## config.mk

```make
export PLATFORM = sky130hd
export DESIGN_NAME = fetch_stage
export DESIGN_NICKNAME = d
export VERILOG_FILES = /design/src/rtl/mips_pkg.sv /design/src/rtl/if_id_reg.sv /design/src/rtl/fetch_stage.sv
export SDC_FILE = /design/constraint.sdc
export NUM_CORES = 1
export LEC_CHECK = 0
export CORE_MARGIN = 2
export CORE_UTILIZATION = 45
export CTS_BUF_LIST = sky130_fd_sc_hd__clkbuf_8
export CTS_CLUSTER_SIZE = 8
export DETAILED_ROUTE_END_ITERATION = 8
export PLACE_DENSITY = 0.82
export SLEW_MARGIN = 20
export SYNTH_ARGS = -nofsm -noshare
export SYNTH_HDL_FRONTEND = slang
export SYNTH_HIERARCHICAL = 1
export SYNTH_SLANG_ARGS = --single-unit
```

## constraint.sdc

```tcl
create_clock -name clk -period 2.6 [get_ports clk]
set_input_delay 0.26 -clock clk [delete_from_list [all_inputs] [get_ports clk]]
set_output_delay 0.26 -clock clk [all_outputs]
set_load 0.01 [all_outputs]
```

## src/rtl/mips_pkg.sv

```systemverilog
// Shared MIPS core definitions: instruction width, fetch defaults and the
// IF/ID pipeline payload.
package mips_pkg;

    localparam int unsigned INSTR_W          = 32;
    localparam int unsigned ADDR_W           = 32;
    localparam int unsigned DEFAULT_IMEM_AW  = 6;
    localparam logic [ADDR_W-1:0]  DEFAULT_RESET_PC = 32'h0000_0000;
    localparam logic [INSTR_W-1:0] NOP_INSTR        = 32'h0000_0000;

    // IF/ID pipeline register contents handed to decode
    typedef struct packed {
        logic [INSTR_W-1:0] instr;
        logic [ADDR_W-1:0]  pcplus4;
        logic               valid;
    } ifid_t;

endpackage

```

## src/rtl/if_id_reg.sv

```systemverilog
// IF/ID pipeline register with load enable, synchronous flush (to a NOP
// bubble) and asynchronous active-low reset.
//   clk, reset : clock, async active-low reset
//   en         : capture d on the rising edge
//   flush      : load a bubble; wins over en
//   d / q      : pipeline payload in / registered payload out
module if_id_reg
    import mips_pkg::*;
(
    input  logic  clk,
    input  logic  reset,
    input  logic  en,
    input  logic  flush,
    input  ifid_t d,
    output ifid_t q
);

    localparam ifid_t BUBBLE = '{instr: NOP_INSTR, pcplus4: '0, valid: 1'b0};

    always_ff @(posedge clk or negedge reset) begin
        if (!reset) begin
            q <= BUBBLE;
        end else if (flush) begin
            q <= BUBBLE;
        end else if (en) begin
            q <= d;
        end
    end

endmodule

```

## src/rtl/fetch_stage.sv

```systemverilog
// Instruction-fetch stage: owns the PC, addresses imem, and fills the IF/ID
// register. Per cycle exactly one action: redirect > stall > advance.
//   clk, reset     : clock, async active-low reset
//   stall          : hold PC, IF/ID and fetch counter
//   redirect       : load redirect_pc (word aligned) and flush IF/ID
//   redirect_pc    : branch/jump target
//   imem_rd        : instruction word at imem_addr (combinational read)
//   imem_addr      : word address, pc[IMEM_AW+1:2]
//   pc             : current fetch PC
//   ifid_*         : IF/ID register contents for decode
//   fetch_count    : fetches accepted since reset (wraps)
module fetch_stage
    import mips_pkg::*;
#(
    parameter logic [31:0] RESET_PC = DEFAULT_RESET_PC,
    parameter int unsigned IMEM_AW  = DEFAULT_IMEM_AW
) (
    input  logic               clk,
    input  logic               reset,
    input  logic               stall,
    input  logic               redirect,
    input  logic [31:0]        redirect_pc,
    input  logic [31:0]        imem_rd,
    output logic [IMEM_AW-1:0] imem_addr,
    output logic [31:0]        pc,
    output logic [31:0]        ifid_instr,
    output logic [31:0]        ifid_pcplus4,
    output logic               ifid_valid,
    output logic [31:0]        fetch_count
);

    logic [31:0] pc_plus4;
    logic        advance;
    ifid_t       ifid_d;
    ifid_t       ifid_q;

    assign pc_plus4  = pc + 32'd4;
    assign advance   = !redirect && !stall;
    assign imem_addr = pc[IMEM_AW+1:2];

    // PC register; misaligned redirect targets lose their low two bits
    always_ff @(posedge clk or negedge reset) begin
        if (!reset) begin
            pc <= RESET_PC;
        end else if (redirect) begin
            pc <= redirect_pc & 32'hFFFF_FFFC;
        end else if (advance) begin
            pc <= pc_plus4;
        end
    end

    // Counts accepted fetches only; stalls and redirects do not count
    always_ff @(posedge clk or negedge reset) begin
        if (!reset) begin
            fetch_count <= '0;
        end else if (advance) begin
            fetch_count <= fetch_count + 32'd1;
        end
    end

    assign ifid_d = '{instr: imem_rd, pcplus4: pc_plus4, valid: 1'b1};

    if_id_reg u_if_id_reg (
        .clk   (clk),
        .reset (reset),
        .en    (advance),
        .flush (redirect),
        .d     (ifid_d),
        .q     (ifid_q)
    );

    assign ifid_instr   = ifid_q.instr;
    assign ifid_pcplus4 = ifid_q.pcplus4;
    assign ifid_valid   = ifid_q.valid;

endmodule

```

Word-level counts from Yosys, hierarchy flattened
Cells that the tools add are included.
{ "word_totals": {"ff_bits": 129, "inputBits": 68, "output_inout_bits": 135, "word_cells": 15} }
{ "classes": {"add_sub_neg": 2, "muxes": 4, "n_reduce_logical": 4} }
{ "ops": {"columns": ["cell", "count"], "rows": [
  ["$mux 65", 2],
  ["$mux 32", 2],
  ["$add 32x1->32 const B", 1],
  ["$add 32x3->32 const B", 1],
  ["$logic_not 1->1", 2],
  ["$reduce_bool 2->1", 1],
  ["$logic_and 1x1->1", 1]
]} }

Depth between registers and ports, before layout
{ "depth": {"ltp_word": 4, "ltp_mapped": 9, "mapped_depth_nobuf": 7} }

Modules after synthesis
The synthesis kept the hierarchy.
{ "by_module_without_submodules": {"columns": ["module", "n_inst", "cells_each", "area_per_inst_um2", "seq_area_each_um2"], "rows": [
  ["fetch_stage", 1, 429, 3833.7, 1551.5],
  ["if_id_reg", 1, 209, 2667.6, 1626.6]
]} }

Least setup slack after synthesis
No wires, ideal clock.
{ "synth_path": {"path_kind": "register to register", "startpoint": "reg pc[2]", "endpoint": "reg u_if_id_reg/q[25] in the netlist's numbering", "setup_time_ns": 0.132, "arrival_ns": 2.096, "slack_ns": 0.373, "path_stages_with_launch": 8, "n_path_buf": 0, "synth_period_minus_slack_ns": 2.227, "cell_sequence": "dfrtp_1 > ha_1 > nand3_1 > nor4_2 > nand3_1 > xnor2_1 > mux2i_1 > nor2_1"} }
{ "synth_between": {"elab_chain_len": 3} }
{ "synth_rtl": {"columns": ["element", "line", "source"], "rows": [
  ["start: declaration", "fetch_stage.sv:25", "output logic [31:0] pc,"],
  ["start signal: assignment", "fetch_stage.sv:46", "pc <= redirect_pc & 32'hFFFF_FFFC;"],
  ["start signal: assignment", "fetch_stage.sv:48", "pc <= pc_plus4;"],
  ["$add 32x3->32", "fetch_stage.sv:37", "assign pc_plus4 = pc + 32'd4;"],
  ["via pc_plus4[24]", "fetch_stage.sv:32", "logic [31:0] pc_plus4;"],
  ["$mux 65", "if_id_reg.sv:25", "end else if (en) begin"],
  ["$mux 65", "if_id_reg.sv:23", "end else if (flush) begin"],
  ["end signal: assignment", "if_id_reg.sv:22", "q <= BUBBLE;"],
  ["end signal: assignment", "if_id_reg.sv:24", "q <= BUBBLE;"],
  ["end signal: assignment", "if_id_reg.sv:26", "q <= d;"],
  ["end: declaration", "if_id_reg.sv:15", "output ifid_t q"]
]} }
The timed path passes the listed nets, and every way through them passes these cells. The select of a mux whose other input is x is not followed.
A chain may end at the register's enable or synchronous reset.

Worst setup path in the final report
{ "layout_path": {"startpoint": "reg pc[5]", "endpoint": "reg pc[19]"} }
{ "layout_between": {"elab_chain_len": 3} }
{ "layout_rtl": {"columns": ["element", "line", "source"], "rows": [
  ["$add 32x3->32", "fetch_stage.sv:37", null],
  ["$mux 32", "fetch_stage.sv:47", "end else if (advance) begin"],
  ["$mux 32", "fetch_stage.sv:45", "end else if (redirect) begin"]
]} }
No other way between the ends. The select of a mux whose other input is x is not followed.

==> reports/results.tsv <==
metric	value	unit
outcome	finished, final reports clean	
max_slew_margin	0.533	
critPathTopFamily	simple AND/OR/NAND/NOR gates	
tns	0	ps
ioPinCount	203	
start_kind	flop	
critical_path_class	flop to flop	
ys_types	47	
htree_num_levels	4	
register_area	0.00318	mm2
nets	906	
post_cts_buffers	0	
syn_area	0.00650	mm2
slowest_stage	or4_1	
power	5280	uW
die_area	0.0154	mm2
vias_per_cell	5.34	
drc	0	
leakage	0.00375	uW
wl_per_cell	16.5	um
hold_viol	0	
std_cell_rows	43	
cts_buffers	17	
vias	5490	
whs	261	ps
cts_tree	yes	
path_max_fanout	16	
insertion_delay	440	ps
finalCritPeriodShare	0.909	
crit_required	2960	ps
ant_nets	0	
worstPathArrival	2720	ps
drv_cap	0	
syn_inst	638	
path_clk_slew	70	ps
coreArea	0.0140	mm2
rsz0062_at_grt	no	
syn2layout_area_growth	40.0	%
antenna_cells	0	
seq_area_frac_synth	0.489	
antenna_found_initial	0	
slowest_delay	800	ps
cpMostUsedCell	or4_1	
drive_above_1_share	0.0836	
hold_path.class	input pin to flop	
ys_warn_count	6	
min_period	2360	ps
initial_core_util	0.465	
wl	17000	um
track_usage	0.230	
cts_root_buffer	clkbuf_8	
grt_pass1_wl	27300	um
fmax	423	MHz
fillers	1126	
powerDensity	580	mW/mm2
skew	13.5	ps
finalSetupViolations	0	
die_h	124	um
syn_avg_cell_area	10.2	um2
drtPass1Iterations	5	
clk_path_buf_depth	2	
overflow	0	
portBuffers	198	
clock_sinks	127	
dieWidth	124	um
maxSlewViolCount	0	
dpl.hpwl	12000	um
path_buf_inv	0	
endpoint_kind	flop	
crit_chain	nand4_4 -> or4_1 -> or4_1 -> a31oi_1	
multiInputGateArea	0.00299	mm2
tightest_slew	695	ps
grt_max_degree	58	
ys_seq_elements	127	
drtIter0Drc	489	
grt_pass1_vias	5324	
ir_drop	0.483	mV
place_congestion	0.857	
path summary, 6_finish.rpt:
check | from | end | slack (ps) | cells after the start
worst min register to register | fetch_count[31] | fetch_count[31] | 490 | 1
max in group asynchronous | reset | u_if_id_reg/q[28] | 1510 | 3
min in group asynchronous | reset | u_if_id_reg/q[45] | 370 | 2
worst max-delay path | pc[5] | pc[19] | 240 | 4
worst min-delay path | redirect | fetch_count[2] | 260 | 3
worst max register to register | pc[5] | pc[19] | 240 | 4
power breakdown:
part           total [uW]  switching (uW)  internal (uW)  leakage (uW)
Combinational        1010             463            548       0.00185
Sequential           2280             164           2110       0.00167
Clock                1990             820           1170      0.000231
Total                5280            1450           3830       0.00375
cell type report:
type	count	area share
clock inverters	14	0.0235
inverters	8	0.00330
multi-input cells	456	0.329
repair buffers	226	0.243
flip-flops and latches	127	0.349
well taps	180	0.0247
clock buffers	18	0.0272
routing by layer:
| metal | track usage | wire, um | vias up | part of all wire |
|---|---|---|---|---|
| li1 | - | - | 2618 | - |
| met1 | 0.305 | 7270 | 2647 | 0.43 |
| met2 | 0.360 | 8120 | 205 | 0.48 |
| met3 | 0.0760 | 1380 | 20 | 0.081 |
| met4 | 0.0688 | 252 | 0 | 0.015 |
| met5 | 0 | 0 | - | 0 |
cells in the mapped netlist (all sizes together):
master / number / area [um2]
nand3b: 2 / 15.0
or3b: 1 / 8.76
clkinv: 1 / 3.75
or4: 10 / 75.1
a31oi: 12 / 75.1
a311o: 2 / 20.0
and4: 8 / 70.1
buf: 32 / 262
a21o: 1 / 7.51
nor2b: 2 / 12.5
a31o: 1 / 8.76
nand4: 28 / 190
xor2: 15 / 131
mux2: 1 / 11.3
nor3: 15 / 75.1
a221o: 1 / 10.0
nand4b: 4 / 35.0
o31ai: 7 / 52.6
nor4: 8 / 62.6
a21oi: 1 / 5.00
nand2: 37 / 141
o21ai: 15 / 75.1
inv: 7 / 26.3
o211ai: 1 / 7.51
clkbuf: 18 / 68.8
nand4bb: 1 / 11.3
xnor2: 55 / 482
dfrtp: 127 / 3180
nand3: 38 / 190
or2: 1 / 6.26
conb: 2 / 7.51
ha: 2 / 25.0
and3: 8 / 50.1
nor2: 98 / 368
a211o: 2 / 17.5
a311oi: 2 / 17.5
or3: 1 / 6.26
mux2i: 66 / 661
and2: 5 / 31.3
worst min-delay path: stages:
cell	delay, ps
buf_4	130
or3b_2	190
xnor2_1	80
stage by stage:
stage          std cells  setup WS (ps)  utilization  cell area [um2]
2_1_floorplan        641            373            -             6510
6_report            1029            237        0.651             9100
5_1_grt             1029           84.3        0.651             9100
3_5_place_dp         996            243        0.617             8630
4_1_cts             1029            236        0.651             9100
3_3_place_gp         996            298        0.617             8630
registers in the layout, indices dropped and copies added, names as in the netlist:
name           count
pc                30
u_if_id_reg/q     65
fetch_count       32
cells by family (layout without fill, tap and decap cells):
group / Yosys count / in the layout / synth area share
and+or+nand+nor: 267 / 267 / 0.207
AOI/OAI and AO/OA: 45 / 45 / 0.0456
xor gates and xnor gates: 70 / 70 / 0.0943
adders and majority gates: 2 / 2 / 0.00385
muxes: 67 / 67 / 0.103
other: 2 / 5 / 0.00116
DFF: 127 / 127 / 0.489
buffers and inverters: 58 / 266 / 0.0554
cell usage in the layout, fill, tap and decap left out, types with 2 or more instances in the layout:
cell type        count
a211o_1              2
a311o_1              2
a311oi_1             2
a31oi_1             12
and2_1               5
and3_1               8
and4_1               8
buf_12               2
buf_4               27
bufinv_16            5
clkbuf_8            18
clkdlybuf4s50_1    196
clkinv_2             2
clkinv_4             2
clkinvlp_4           2
conb_1               5
dfrtp_1            127
ha_1                 2
inv_1                8
inv_6                2
mux2i_1             66
nand2_1             36
nand3_1             38
nand3b_1             2
nand4_1             27
nand4b_1             4
nor2_1              97
nor2b_1              2
nor3_1              15
nor4_1               4
nor4_2               4
o21ai_0             15
o31ai_1              7
or4_1               10
xnor2_1             55
xor2_1              15
repair_timing:
action | CTS | global route
endpoints found under the hold margin | 39 | 0
hold buffers | 1 | 0
gates resized for setup | 0 | 0
No activity file was read; power rests on OpenSTA's default activity.
